$ cat src/rtl/seq_restoring_divider.sv
// Iterative restoring divider: one quotient bit per clock, MSB first, with a
// carry-lookahead trial subtractor. Optional early exit on zero divisor: DIV_ZERO_CHK_EN.
module seq_restoring_divider #(
  parameter int unsigned DW = 8,
  parameter int unsigned VW = 4
) (
  input  logic          clk,
  input  logic          rst_n,
  input  logic          start,
  input  logic [DW-1:0] dividend,
  input  logic [VW-1:0] divisor,
  output logic          busy,
  output logic          done,
  output logic [DW-1:0] quotient,
  output logic [VW-1:0] remainder,
  output logic          div_by_zero
);

  localparam int unsigned AW = VW + 1;
  localparam int unsigned CW = $clog2(DW + 1);

  typedef enum logic [1:0] {IDLE, RUN, DONE} state_t;

  state_t        state;
  logic [DW-1:0] dsr;
  logic [VW-1:0] dvs;
  logic [VW-1:0] r;
  logic [CW-1:0] count;

  logic [AW-1:0] t;
  logic [AW-1:0] y_n;
  logic [AW-1:0] g;
  logic [AW-1:0] p;
  logic [VW:0]   c;
  logic          acc;
  logic          pp;
  logic          cout;
  logic [VW-1:0] diff;
  logic          qbit;
  logic [VW-1:0] r_next;
  logic [DW-1:0] dsr_next;

  // Trial subtraction T + ~{0,divisor} + 1; each carry is formed from the
  // generate/propagate terms directly rather than rippled from the previous carry.
  always_comb begin
    t      = {r, dsr[DW-1]};
    y_n    = ~{1'b0, dvs};
    g      = t & y_n;
    p      = t ^ y_n;
    c      = '0;
    acc    = 1'b0;
    pp     = 1'b0;
    c[0]   = 1'b1;
    for (int i = 0; i < int'(VW); i++) begin
      acc = g[i];
      pp  = p[i];
      for (int j = i - 1; j >= 0; j--) begin
        acc = acc | (pp & g[j]);
        pp  = pp & p[j];
      end
      c[i+1] = acc | pp;
    end
    cout     = g[VW] | (p[VW] & c[VW]);
    diff     = p[VW-1:0] ^ c[VW-1:0];
    qbit     = cout;
    r_next   = cout ? diff : t[VW-1:0];
    dsr_next = {dsr[DW-2:0], qbit};
  end

  always_ff @(posedge clk or negedge rst_n) begin
    if (!rst_n) begin
      state       <= IDLE;
      dsr         <= '0;
      dvs         <= '0;
      r           <= '0;
      count       <= '0;
      busy        <= 1'b0;
      done        <= 1'b0;
      quotient    <= '0;
      remainder   <= '0;
      div_by_zero <= 1'b0;
    end else begin
      case (state)
        IDLE, DONE: begin
          done <= 1'b0;
          if (start) begin
            dsr         <= dividend;
            dvs         <= divisor;
            r           <= '0;
            count       <= CW'(DW);
            div_by_zero <= 1'b0;
            state       <= RUN;
            busy        <= 1'b1;
`ifdef DIV_ZERO_CHK_EN
            // Zero divisor skips the iterations and reports the flag right away.
            if (divisor == '0) begin
              state       <= DONE;
              busy        <= 1'b0;
              done        <= 1'b1;
              count       <= '0;
              quotient    <= '1;
              remainder   <= dividend[VW-1:0];
              div_by_zero <= 1'b1;
            end
`endif
          end else begin
            state <= IDLE;
          end
        end
        RUN: begin
          dsr   <= dsr_next;
          r     <= r_next;
          count <= count - CW'(1);
          // Last iteration: publish results directly from the next-state values.
          if (count == CW'(1)) begin
            state     <= DONE;
            busy      <= 1'b0;
            done      <= 1'b1;
            quotient  <= dsr_next;
            remainder <= r_next;
          end
        end
        default: state <= IDLE;
      endcase
    end
  end

endmodule

$ cat config.mk
export PLATFORM = sky130hd
export DESIGN_NAME = seq_restoring_divider
export DESIGN_NICKNAME = d
export VERILOG_FILES = /design/src/rtl/seq_restoring_divider.sv
export SDC_FILE = /design/constraint.sdc
export NUM_CORES = 1
export LEC_CHECK = 0
export CORE_ASPECT_RATIO = 1.25
export CORE_MARGIN = 3
export CORE_UTILIZATION = 55
export CTS_BUF_LIST = sky130_fd_sc_hd__clkbuf_16
export DETAILED_ROUTE_END_ITERATION = 10
export PLACE_DENSITY = 0.9
export SYNTH_ARGS = -nofsm -noshare
export SYNTH_HDL_FRONTEND = slang
export SYNTH_SLANG_ARGS = --single-unit
$ cat constraint.sdc
create_clock -name clk -period 3.05 [get_ports clk]
set_input_delay 0.915 -clock clk [delete_from_list [all_inputs] [get_ports clk]]
set_output_delay 0.915 -clock clk [all_outputs]
set_load 0.01 [all_outputs]
==> metrics, run 1 <==
largest net degree at the start of global routing 37; Synth Flop Type dfrtp_1; Final Instance Count excl. Fillers 221; # diodes 0; status finished clean; crit path kind register to output port; DR vias 1,293; Netlist cell types 36; cell-internal power 1.59 mW; synthesis-to-finish area growth 26.7%; Initial Utilization 59.7%; core box area 0.00279 mm2; RePlAce Congestion 0.801; startpoint type of the worst setup path register; Worst EP required 2.13 ns; post-cts gate resize count 0; drt total wl 3660 um; Die Area 0.00372 mm2; first-pass GRT wire length just over 6000 um; DR vias/cell 5.85; CP cell instances clkdlybuf4s50_1; crit path time final around 2.1 ns; Crit path arrival time 1.21 ns; worst min-delay path class register to register; total gr overflow 0; sequential power share 34.4%; Syn Nets 178; Final #Nets 209; CP max-delay cell clkdlybuf4s50_1; routed length per instance 16.6 um; Die W 55.2 um; dpl hpwl about 2600 um; combinational power share a little under half; RSZ-0062 raised after global routing false; Port Buffer Count 28; max-slew violation count 0; Pre-antenna DRT Iters 4; FMAX 471 MHz; initial antenna violation count 0; number of synthesized flops with an enable pin 0; clk buf depth 2; Site Rows 21; clk slew on worst S/H paths 0.05 ns; RR Endpoint remainder[0]; area of the multi-input gates 694 um2; Placed Cells incl. Taps 214; WHS Endpoint remainder[2]; Mapped Cells 156; CTS Hold Bufs 0; fin crit share between 60 and 70%; drt drc 0; Clock Latency Late Sink 0.28 ns; DRT iter0 DRCs 36; clock share of power between 10% and 20%; final hold violations 0; Switching Share 38.4%; most frequent cells in the layout dfrtp_1 (36), nand2_1 (31), clkdlybuf4s50_1 (28), o21ai_0 (15), inv_1 (9); CTS Buf Count 5; critical-path maximum fanout 2; CTS sink count 36; via count of the first global-routing pass 1,389; Top Ports 30; flops & latches, synth 36; reg-to-reg slack, setup 1.19 ns; Post-synth ARST share 100%; peak per-stage delay on the critical path approximately 0.57 ns; worst r2r src r[0]; CTS root buf clkbuf_16; setup violators final 0; switching power a little under 1 mW; H-tree depth 2; FF/Latch Area 901 um2; CTS tree done; max-cap violation count 0; DRT antenna net count 0; post-route cell area about 0.0021 mm2; Placed Area 0.00197 mm2; Reg2Reg Depth 5; die height just under 70 um; utilization after layout around three quarters; WHS Path Cells 2; yosys warns 0; Hold Path Origin remainder[2]; Setup Buffers After CTS 0; Power Total between 2 and 3 mW; register area share after synthesis 54.2%; total negative slack 0 ns; Leakage 0.956 nW; Post-Synthesis Cell Area 0.00166 mm2; Fill cells 214; Crit path max-delay family buffers and inverters; Clock Skew 0.00573 ns; Total GRT Usage 24.3%; commonest non-fill, non-tap cell in the layout dfrtp_1; peak supply drop 0.000876 V; Avg Inst Size Synth 10.7 um2; Cell Pwr Density 1220 mW/mm2; CP Buf/Inv Count 1; fraction of layout cells with a size suffix above 1 12.3%; Crit. End Element output port
## synth_stat cells, types with 2 or more instances
cell	number	area, um2
dfrtp_1	36	901
nand2_1	31	116
o21ai_0	15	75.1
inv_1	8	30.0
a22oi_1	7	52.6
ha_1	7	87.6
mux2_2	7	78.8
nor3_1	6	30.0
buf_2	5	25.0
a211oi_1	2	15.0
mux2i_1	2	20.0
nand2b_1	2	12.5
nor2_1	2	7.51
nor2b_1	2	12.5
nor4_1	2	12.5
o31ai_1	2	15.0
## metrics by stage
stage	hold WS, ns	setup WS, ns
floorplan	0.464	1.28
global placement	0.460	0.798
detailed placement	0.470	0.792
CTS	0.493	0.935
global route	0.509	0.891
finish	0.486	0.927
## flip-flops by register name, summed over array words and instances, names as in the netlist
signal / cells
dsr: 8
quotient: 8
count: 4
dvs: 4
r: 4
remainder: 4
state: 2
busy: 1
done: 1
## kinds of logic after synthesis
| logic type | Yosys count | share of synthesized area (%) |
|---|---|---|
| adder cells (fa/ha/maj) | 7 | 5.27 |
| AND/OR/NAND/NOR | 50 | 13.9 |
| multiplexers | 10 | 6.85 |
| AO/OA/AOI/OAI | 36 | 15.0 |
| buffers and inverters | 15 | 3.99 |
| other | 1 | 0.226 |
| XOR/XNOR | 1 | 0.527 |
| flip-flops | 36 | 54.2 |
## power groups by stage
stage | combinational (mW) | clock [mW] | sequential (mW)
after global placement | 1.13 | 0 | 0.871
after detailed placement | 1.20 | 0 | 0.883
after floorplan | 0.791 | 0 | 0.873
after CTS | 1.22 | 0.483 | 0.885
final | 1.22 | 0.473 | 0.886
after global routing | 1.36 | 0.509 | 0.909
## layout make-up
cell class              instances  share of cell area (%)
multi-input cells             105                    33.0
flip-flops and latches         36                    42.8
repair buffers                 31                    14.4
clock inverters                 2                   0.416
clock buffers                   5                    5.95
inverters                       8                    1.43
well taps                      34                    2.02
## worst max-delay path by stage
stage | startpoint | endpoint | depth (start not counted)
floorplan | start | r[3] | 6
global placement | start | dsr[7] | 5
detailed placement | start | dsr[2] | 6
CTS | remainder[0] | remainder[0] | 1
global route | remainder[0] | remainder[0] | 1
finish | remainder[0] | remainder[0] | 1
## worst register-to-register path, delay by kind of cell (launching register included)
| family | cells | cell delay (ns) |
|---|---|---|
| flip-flops | 1 | 0.41 |
| multiplexers | 2 | 0.58 |
| AO/OA/AOI/OAI | 2 | 0.45 |
| adder cells (fa/ha/maj) | 1 | 0.36 |
## metal layers
metal / global-route usage [%] / up-vias / part of all wire, %
met5: 0 / - / 0
met3: 9.49 / 7 / 4.9
met1: 26.7 / 646 / 40
met4: 13.7 / 0 / 2.2
met2: 39.2 / 40 / 53
li1: - / 600 / -
Power figures use the tool's default switching activity.
==> run 2, diff against run 1 <==
CORE_UTILIZATION = 51   (was 55)
PLACE_DENSITY = 0.85   (was 0.9)
clock period = 2.07 ns   (was 3.05 ns; I/O delays follow)
==> metrics, run 2 (synthesized netlist as in run 1, its figures left out) <==
worst r2r src dsr[7]; Leakage 0.952 nW; total stage count of the critical path 5; via count of the first global-routing pass 1,245; Final #Nets about 210; Worst EP required 2.28 ns; Crit path max-delay family simple AND/OR/NAND/NOR gates; Die W 57.1 um; Port Buffer Count 28; clock share of power 19.4%; H-tree depth 2; Site Rows 22; worst setup path startpoint start; reg-to-reg slack, setup between 0.2 and 0.25 ns; CTS tree done; DR vias approximately 1,300; drt total wl 3590 um; switching power roughly 1.5 mW; DRT iter0 DRCs 45; Pre-antenna DRT Iters 4; CTS root buf clkbuf_16; most frequent cells in the layout dfrtp_1 (36), nand2_1 (31), clkdlybuf4s50_1 (28), o21ai_0 (15), inv_1 (8); Crit path arrival time 2.07 ns; core box area 0.00303 mm2; cell-internal power 2.33 mW; sequential power share 34.1%; Cell Pwr Density 1810 mW/mm2; Worst slew margin 47.0%; dpl hpwl 2570 um; clk buf depth 2; commonest non-fill, non-tap cell in the layout dfrtp_1; max-cap violation count 0; final hold violations 0; CTS Buf Count 5; Hold Path Origin remainder[2]; first-pass GRT wire length 5920 um; synthesis-to-finish area growth 26.9%; Die Area 0.00398 mm2; top flop regs dsr: 8 flops, quotient: 8 flops; CP max-delay cell nor2_1; CTS sink count 36; worst min-delay path class register to register; RSZ-0062 raised after global routing false; worst slew pin tran between 0.7 and 0.8 ns; Crit. End Element register; fraction of layout cells with a size suffix above 1 between 10% and 20%; largest net degree at the start of global routing 37; Setup Buffers After CTS 0; Placed Cells incl. Taps around 220; Top Ports 30; Clock Skew about 0.0029 ns; critical-path maximum fanout 13; Clock Latency Late Sink roughly 0.29 ns; total negative slack 0 ns; CP endpoint dsr[0]; Post-Place Worst Slack -0.0854 ns; crit path time final 1.86 ns; status finished clean; fin crit share 90.1%; Initial Utilization 54.9%; post-cts gate resize count 0; RePlAce Congestion 0.796; CP cell instances clkdlybuf4s50_1 > nor2b_1 > nor2_1 > a22oi_1 > o21ai_0; DRT antenna net count 0; CP Buf/Inv Count 1; Setup WS post-layout just over 0.2 ns; startpoint type of the worst setup path input pin; Switching Share 38.8%; routed length per instance around 16 um; combinational power share a little under half; Total GRT Usage between 10% and 20%; die height 69.8 um; peak per-stage delay on the critical path ~0.61 ns; Reg2Reg Depth 6; clk slew on worst S/H paths 0.06 ns; RR Endpoint r[2]; peak supply drop roughly 0.0012 V; setup violators final 0; crit path kind input pin to register; initial antenna violation count 0; FMAX 536 MHz; drt drc 0; total gr overflow 0; max-slew violation count 0; CTS Hold Bufs 0; DR vias/cell 5.65; Final Instance Count excl. Fillers approximately 220; # diodes 0
## run 2: cell types whose count changed in the layout (fill, tap and decap cells not counted)
cell,before,now
clkinv_1,0,1
inv_6,0,1
buf_4,3,2
inv_1,9,8
## run 2: tightest hold or removal path, cell delays in order (launching register included)
cell     delay [ns]
dfrtp_1        0.34
nand2_1        0.05
o31ai_1        0.06
## run 2: worst min-delay path by stage
stage | end | slack [ns] | cells past startpoint
finish | remainder[2] | 0.49 | 2
global route | remainder[2] | 0.52 | 2
CTS | remainder[3] | 0.49 | 2
detailed placement | remainder[3] | 0.47 | 2
global placement | busy | 0.46 | 2
floorplan | busy | 0.33 | 0
## run 2: metal layers
layer / share of wire (%) / track usage (%) / vias to the layer above
met1: 39 / 22.1 / 610
met3: 6.6 / 7.45 / 6
met2: 52 / 33.2 / 44
met5: 0 / 0 / -
met4: 2.1 / 7.22 / 0
li1: - / - / 601
## run 2: cell type report
type / count / area [um2]
clock buffer: 5 / 125
clock inverter: 3 / 17.5
fill: 222 / 920
inverter: 8 / 30.0
multi-input combinational: 105 / 694
sequential: 36 / 901
tap: 36 / 45.0
timing repair buffer: 30 / 295
## run 2: stage by stage
stage | hold slack (ns) | utilization, % | total power [mW] | instance area [um2]
2_1_floorplan | 0.325 | - | 2.45 | 1660
3_3_place_gp | 0.459 | 64.9 | 2.93 | 1970
3_5_place_dp | 0.472 | 64.9 | 3.05 | 1970
4_1_cts | 0.492 | 69.6 | 3.82 | 2110
5_1_grt | 0.516 | 69.6 | 4.06 | 2110
6_report | 0.485 | 69.6 | 3.81 | 2110
## run 2: power by group through the flow
stage	logic (mW)	clock network, mW	registers, mW
5_1_grt	1.95	0.780	1.33
2_1_floorplan	1.17	0	1.29
3_5_place_dp	1.75	0	1.30
3_3_place_gp	1.65	0	1.28
4_1_cts	1.77	0.750	1.30
6_report	1.77	0.738	1.30
==> run 3, diff against run 2 <==
==> constraint.sdc (replaced) <==
create_clock -name clk -period 2.07 [get_ports clk]
set_input_delay 0.5175 -clock clk [delete_from_list [all_inputs] [get_ports clk]]
set_output_delay 0.5175 -clock clk [all_outputs]
set_load 0.01 [all_outputs]
==> metrics, run 3 (synthesized netlist as in run 1, its figures left out) <==
critical-path maximum fanout 4; die height 69.8 um; initial antenna violation count 0; Crit. End Element register; dpl hpwl 2530 um; crit path kind register to register; clk slew on worst S/H paths 0.06 ns; # diodes 0; drt total wl 3590 um; utilization after layout a little over two thirds; startpoint type of the worst setup path register; Reg2Reg Depth 6; synthesis-to-finish area growth 26.5%; commonest non-fill, non-tap cell in the layout dfrtp_1; Power Total 3.78 mW; Total GRT Usage 20.2%; Pre-antenna DRT Iters 4; post-cts gate resize count 0; WHS Path Cells 2; setup violators final 0; worst min-delay path class register to register; fin crit share between 90% and 100%; Initial Utilization 54.9%; Final #Nets about 210; Top Ports 30; crit path time final 1.88 ns; routed length per instance about 16 um; DRT antenna net count 0; first-pass GRT wire length 6240 um; Final Instance Count excl. Fillers 223; peak supply drop 0.00108 V; H-tree depth 2; via count of the first global-routing pass 1,343; FMAX 533 MHz; DRT iter0 DRCs 34; CTS Hold Bufs 0; post-route cell area 0.00210 mm2; Clock Latency Late Sink 0.28 ns; final hold violations 0; CTS root buf clkbuf_16; largest net degree at the start of global routing 37; total gr overflow 0; Port Buffer Count 28; core box area 0.00303 mm2; fraction of layout cells with a size suffix above 1 11.2%; area of the multi-input gates 694 um2; max-cap violation count 0; Placed Cells incl. Taps 215; CTS sink count 36; top flop regs dsr: 8 flops, quotient: 8 flops; Worst slew margin between 40% and 50%; FF/Latch Area around 900 um2; worst slew pin tran between 0.8 and 0.9 ns; most frequent cells in the layout dfrtp_1 (36), nand2_1 (31), clkdlybuf4s50_1 (28), o21ai_0 (15), inv_1 (10); Crit path arrival time 2.02 ns; DR vias/cell 5.70; total negative slack 0 ns; Site Rows 22; drt drc 0; status finished clean; Cell Pwr Density around 1800 mW/mm2; DR vias 1,271; Die Area roughly 0.004 mm2; CTS Buf Count 5; Clock Skew 0.00590 ns; max-slew violation count 0; Setup Buffers After CTS 0; RePlAce Congestion 0.797; Worst EP required 2.22 ns; RSZ-0062 raised after global routing false; Fill cells 228; Placed Area 0.00197 mm2; clk buf depth 2; Leakage around 0.95 nW; CTS tree done; Die W 57.1 um
==> run 3: per-layer routing <==
layer  vias to the layer above  global-route usage, %  part of all wire, %
met4                         0                   7.22                 0.95
met3                         6                   5.96                  4.8
li1                        608                      -                    -
met5                         -                      0                    0
met1                       623                   24.3                   40
met2                        34                   33.8                   54
==> run 3: critical path, stage by stage, from the launching register on <==
cell	delay [ns]
dfrtp_1	0.35
inv_1	0.08
ha_1	0.36
o21a_1	0.21
or4_1	0.46
o21ai_0	0.16
o31ai_1	0.13
==> run 3: power by group <==
group / internal, mW / total, mW / switching [mW]
combinational: 0.837 / 1.78 / 0.947
clock: 0.432 / 0.701 / 0.269
sequential: 1.05 / 1.30 / 0.244
total: 2.32 / 3.78 / 1.46
==> run 3: through the flow <==
step	hold WS (ns)	setup WS, ns
floorplan	0.222	0.424
global placement	0.459	0.0642
detailed placement	0.469	0.0319
CTS	0.491	0.210
global route	0.507	0.0840
finish	0.485	0.192
==> run 3: area by class of cell <==
class / instances / share of cell area [%]
multi-input cells: 105 / 33.0
inverters: 8 / 1.43
clock buffers: 5 / 5.95
repair buffers: 30 / 14.0
clock inverters: 3 / 0.536
flip-flops and latches: 36 / 42.9
well taps: 36 / 2.14
==> run 3: worst paths after layout <==
check / end / slack, ns / startpoint
setup / recovery: remainder[2] / 0.19 / dsr[7]
hold / removal: remainder[1] / 0.48 / remainder[1]
setup reg to reg: remainder[2] / 0.19 / dsr[7]
hold reg to reg: remainder[1] / 0.48 / remainder[1]
max in group asynchronous: busy / 1.11 / rst_n
min in group asynchronous: dvs[1] / 0.65 / rst_n
